**src/rtl/calc_sequencer.sv**
```systemverilog
`timescale 1ns/1ps
// calc_sequencer: buffers operand/mode commands, issues them one at a time to the
// registered 4-bit calculator, and returns tagged {rco,c} results over valid/ready.
module calc_sequencer #(
    parameter int DEPTH = 4,
    parameter int TAG_W = 4
) (
    input  logic                   clk,
    input  logic                   rst,
    input  logic                   cmd_valid,
    output logic                   cmd_ready,
    input  logic [3:0]             cmd_a,
    input  logic [3:0]             cmd_b,
    input  logic [1:0]             cmd_modo,
    output logic [3:0]             calc_a,
    output logic [3:0]             calc_b,
    output logic [1:0]             calc_modo,
    input  logic [3:0]             calc_c,
    input  logic                   calc_rco,
    output logic                   res_valid,
    input  logic                   res_ready,
    output logic [3:0]             res_c,
    output logic                   res_rco,
    output logic [1:0]             res_modo,
    output logic [TAG_W-1:0]       res_tag,
    output logic                   busy,
    output logic [$clog2(DEPTH):0] fifo_count
);
    localparam int AW = $clog2(DEPTH);
    localparam int CW = AW + 1;

    typedef enum logic [1:0] {IDLE, ISSUE, WAIT, HOLD} state_t;

    typedef struct packed {
        logic [3:0] a;
        logic [3:0] b;
        logic [1:0] modo;
    } cmd_t;

    state_t           state;
    cmd_t             mem [DEPTH];
    cmd_t             head;
    logic [AW-1:0]    wr_ptr;
    logic [AW-1:0]    rd_ptr;
    logic [TAG_W-1:0] tag_cnt;
    logic             push;
    logic             pop;

    // Ready comes from the registered count only, so a same-cycle pop never raises it.
    assign cmd_ready = fifo_count < CW'(DEPTH);
    assign push      = cmd_valid && cmd_ready;
    assign pop       = (state == IDLE) && (fifo_count != '0);
    assign busy      = (state != IDLE) || (fifo_count != '0);
    assign head      = mem[rd_ptr];

    // NOTE: the storage array has no reset; the pointers and count decide which entries are live.
    always_ff @(posedge clk) begin
        if (push) begin
            mem[wr_ptr] <= '{a: cmd_a, b: cmd_b, modo: cmd_modo};
        end
    end

    // NOTE: every register here uses <= so all of them see pre-edge values of each other.
    always_ff @(posedge clk or negedge rst) begin
        if (!rst) begin
            state      <= IDLE;
            wr_ptr     <= '0;
            rd_ptr     <= '0;
            fifo_count <= '0;
            calc_a     <= '0;
            calc_b     <= '0;
            calc_modo  <= '0;
            res_valid  <= 1'b0;
            res_c      <= '0;
            res_rco    <= 1'b0;
            res_modo   <= '0;
            res_tag    <= '0;
            tag_cnt    <= '0;
        end else begin
            if (push) begin
                wr_ptr <= wr_ptr + AW'(1);
            end
            if (pop) begin
                rd_ptr <= rd_ptr + AW'(1);
            end
            if (push && !pop) begin
                fifo_count <= fifo_count + CW'(1);
            end else if (pop && !push) begin
                fifo_count <= fifo_count - CW'(1);
            end

            unique case (state)
                IDLE: begin
                    if (pop) begin
                        calc_a    <= head.a;
                        calc_b    <= head.b;
                        calc_modo <= head.modo;
                        state     <= ISSUE;
                    end
                end
                // Operands stay stable this whole cycle; the calculator registers them at its end.
                ISSUE: state <= WAIT;
                WAIT: begin
                    res_c     <= calc_c;
                    res_rco   <= calc_rco;
                    res_modo  <= calc_modo;
                    res_tag   <= tag_cnt;
                    res_valid <= 1'b1;
                    state     <= HOLD;
                end
                HOLD: begin
                    if (res_ready) begin
                        res_valid <= 1'b0;
                        tag_cnt   <= tag_cnt + TAG_W'(1);
                        state     <= IDLE;
                    end
                end
                default: state <= IDLE;
            endcase
        end
    end
endmodule

```
**config.mk**
```make
export PLATFORM = sky130hd
export DESIGN_NAME = calc_sequencer
export DESIGN_NICKNAME = d
export VERILOG_FILES = /design/src/rtl/calc_sequencer.sv
export SDC_FILE = /design/constraint.sdc
export NUM_CORES = 1
export LEC_CHECK = 0
export CAP_MARGIN = 20
export CORE_AREA = 2 2 88 69
export CTS_BUF_LIST = sky130_fd_sc_hd__clkbuf_4 sky130_fd_sc_hd__clkbuf_8
export CTS_CLUSTER_SIZE = 12
export DETAILED_ROUTE_END_ITERATION = 8
export DIE_AREA = 0 0 90 71
export PLACE_DENSITY = 0.83
export SETUP_SLACK_MARGIN = 0.3
export SYNTH_ARGS = -nofsm -noshare
export SYNTH_HDL_FRONTEND = slang
export SYNTH_SLANG_ARGS = --single-unit
```
**constraint.sdc**
```tcl
create_clock -name clk -period 2.6 [get_ports clk]
set_input_delay 0.65 -clock clk [delete_from_list [all_inputs] [get_ports clk]]
set_output_delay 0.65 -clock clk [all_outputs]
set_load 0.05 [all_outputs]
```
==> impl_metrics.yaml <==
global_routing:
  antenna_found_initial: 0
  grt_usage_pct: 16.52
  grt_max_degree: 36
  grt_pass1_wl_um: 7741
  grt_pass1_vias: 1541
  grt_overflow_total: 0
clock_network:
  cts_tree: "done"
  ctsHoldBuffers: 0
  cts_root_buffer: "clkbuf_8"
  htreeDepth: 3
  clockBufferDepth: 2
  cts_setup_buffers: 0
  numCtsBuffers: 9
  cts_sinks: 75
  insertion_delay_ns: 0.34
  clk_pin_slew_worst_paths_ns: 0.07
floorplan:
  dieHeight_um: 71
  fp-row-count: 24
  core_um2: 5585
  dieArea_um2: 6390
  start_util_pct: 53.18
  num_io_pins: 46
  dieWidth_um: 90
power:
  p_clk_share_pct: 16.6
  leakagePower_uw: 0.001459
  p_comb_share_pct: 45.4
  ir_drop_v: 0.0007347
  cellPowerDensity_nw_per_um2: 1350
  power.share.switching_pct: 38.91
  p_int_uw: 3067
  p_seq_share_pct: 38.0
  netSwitchingPower_uw: 1953
worst_setup_path:
  crit_required_ns: 1.95
  path_max_fanout: 3
  cpPeakStageDelay_ns: 0.82
  regToRegEndpoint: "fifo_count[2]"
  reg2reg_depth: 9
  ff2ff_setup_slack_ns: 0.64
  crit_buf_inv: 1
  arrival_ns: 1.53
  path_delay_family: "buffers and inverters"
  crit_chain: "clkdlybuf4s50_1"
  crit_type: "reg2out"
  startpoint_type: "flip-flop"
  rr_startpoint: "state[0]"
  slowest_stage: "clkdlybuf4s50_1"
  cp-end-kind: "primary output"
synth:
  synthSimpleGateAreaFrac_pct: 2.654
  synthMostInstantiatedCell: "edfxtp_1"
  yosys.area.top_type: "edfxtp_1"
  synth_top_area_share_pct: 40.44
  synth_cells: 162
  ys_types: 25
  synth_area_um2: 2970
  ys.flop_type: "edfxtp_1"
  syn_area_per_cell_um2: 18.34
  synth_commonest_cells: "40 x edfxtp_1, 35 x dfrtp_1, 24 x mux2_2"
  synth_top_cells_by_area: "edfxtp_1 40%, dfrtp_1 29%, mux2_2 9.1%, mux4_2 6.1%, ha_1 3.8%"
  synth_top_family_by_area: "multiplexers"
  syn_nets: 191
  synth_xor_area_share_pct: 2.654
  yosys-mux-area-fraction_pct: 16.93
  synth_seq_cells: 75
  synthAdderAreaFrac_pct: 4.465
  ys_warn_count: 0
  ys_seq_area_share_pct: 69.92
  synth_compound_gate_area_share_pct: 1.306
  async_flop_share_pct: 46.67
  synth_edf_count: 40
sta:
  finalMaxSlewViolations: 0
  fin_crit_sh_pct: 83.75
  fmax_mhz: 459.3
  hold_ws_ns: 0.3909
  tns_ns: 0
  hold_viol_final: 0
  worst_pin_slew_ns: 0.7957
  slew_headroom_pct: 46.95
  skew_ns: 0.004352
  post-route-min-period_ns: 2.177
  setup_viol: 0
  rsz0062_at_grt: "no"
cells_and_area:
  fill_cells: 414
  final_nets: 249
  final-seq-area_um2: 2077
  multi_input_comb_area_um2: 832.0
  area_growth_pct: 25.23
  drive_gt1_share_pct: 25.33
  n_antenna_cell: 0
job:
  max_cap_viol_count: 0
routing:
  drtIter0Drc: 151
  drc: 0
  wire_per_inst_um: 15.94
  ant_nets: 0
  first_pass_iters: 4
  viasPerCell: 5.089
  vias: 1542
  wl_um: 4830
worst_hold_path:
  hold_path_class: "in2async"
place:
  post-dp-hpwl_um: 3300
  place_congestion: 0.6922
  io_buffer_count: 45
run_status:
  status: "completed"
## logic make-up after synthesis
family | Yosys count
buf+inv | 13
compound gates | 5
mux | 34
xor+xnor | 9
flops | 75
simple gates | 16
fa+ha+maj | 10
## how the worst max path moves through the flow
stage                        startpoint            end  slack, ns  cells after the start
after floorplan           fifo_count[0]  fifo_count[2]       0.31                      8
after global placement        cmd_valid  fifo_count[2]       0.27                      8
after detailed placement      cmd_valid  fifo_count[2]       0.19                      8
after CTS                      state[0]           busy       0.29                      4
after global routing       calc_modo[0]   calc_modo[0]       0.36                      1
final                      calc_modo[0]   calc_modo[0]       0.42                      1
## per-layer routing
layer	part of all wire, %	vias up	global-route usage, %
met5	0	-	0
met4	1.5	0	5.812
met3	5.6	9	7.348
met2	50	43	26.90
li1	-	709	-
met1	43	781	19.97
## per-stage QoR
| stage | area (µm²) | instances | setup WS, ns | utilization, % | total power [µW] |
|---|---|---|---|---|---|
| after floorplan | 2970 | 162 | 0.3120 | - | 3532 |
| after global placement | 3535 | 287 | 0.2699 | 63.28 | 4165 |
| after detailed placement | 3535 | 287 | 0.1896 | 63.28 | 4252 |
| after CTS | 3719 | 303 | 0.2869 | 66.58 | 5082 |
| after global routing | 3720 | 303 | 0.3631 | 66.60 | 5270 |
| final | 3720 | 303 | 0.4226 | 66.60 | 5020 |
## state kept, by name (all words and copies together), names as in the netlist
signal      cells
mem            40
res_rco         1
res_valid       1
res_modo        2
res_c           4
tag_cnt         4
state           2
calc_b          4
wr_ptr          2
res_tag         4
calc_modo       2
fifo_count      3
rd_ptr          2
calc_a          4
## power groups by stage
stage | Combinational (µW) | Clock (µW) | Sequential [µW]
final | 2280 | 836 | 1910
after global routing | 2410 | 903 | 1960
after CTS | 2310 | 858 | 1910
after detailed placement | 2320 | 0 | 1930
after global placement | 2260 | 0 | 1910
after floorplan | 990 | 0 | 2540
## layout by cell type, fill, tap and decap left out, drive strengths merged
| cell type | netlist | layout |
|---|---|---|
| a21oi | 1 | 1 |
| and2 | 4 | 4 |
| buf | 3 | 8 |
| bufinv | 0 | 1 |
| clkbuf | 2 | 11 |
| clkdlybuf4s50 | 0 | 39 |
| clkinv | 0 | 4 |
| clkinvlp | 0 | 1 |
| dfrtp | 35 | 35 |
| dlygate4sd2 | 0 | 2 |
| dlymetal6s2s | 0 | 2 |
| edfxtp | 40 | 40 |
| fa | 1 | 1 |
| ha | 9 | 9 |
| inv | 8 | 8 |
| mux2 | 24 | 24 |
| mux4 | 10 | 10 |
| nand2 | 3 | 3 |
| nand3 | 2 | 2 |
| nor2 | 4 | 4 |
| nor2b | 2 | 2 |
| nor3 | 1 | 1 |
| o21ai | 1 | 1 |
| o22ai | 1 | 1 |
| o31ai | 1 | 1 |
| o32a | 1 | 1 |
| xnor2 | 6 | 6 |
| xor2 | 3 | 3 |
## cell type report
cell class / instances / share of cell area, %
clock buffers: 10 / 3.532
multi-input cells: 74 / 22.37
flip-flops and latches: 75 / 55.84
well taps: 78 / 2.624
repair buffers: 52 / 13.32
clock inverters: 6 / 1.514
inverters: 8 / 0.8073
## repair_timing
action | CTS | global route
gates resized for setup | 3 | 4
setup endpoints to repair | 3 | 3
hold endpoints to repair | 0 | 0
Note: power is estimated with default switching activity, not from simulation.
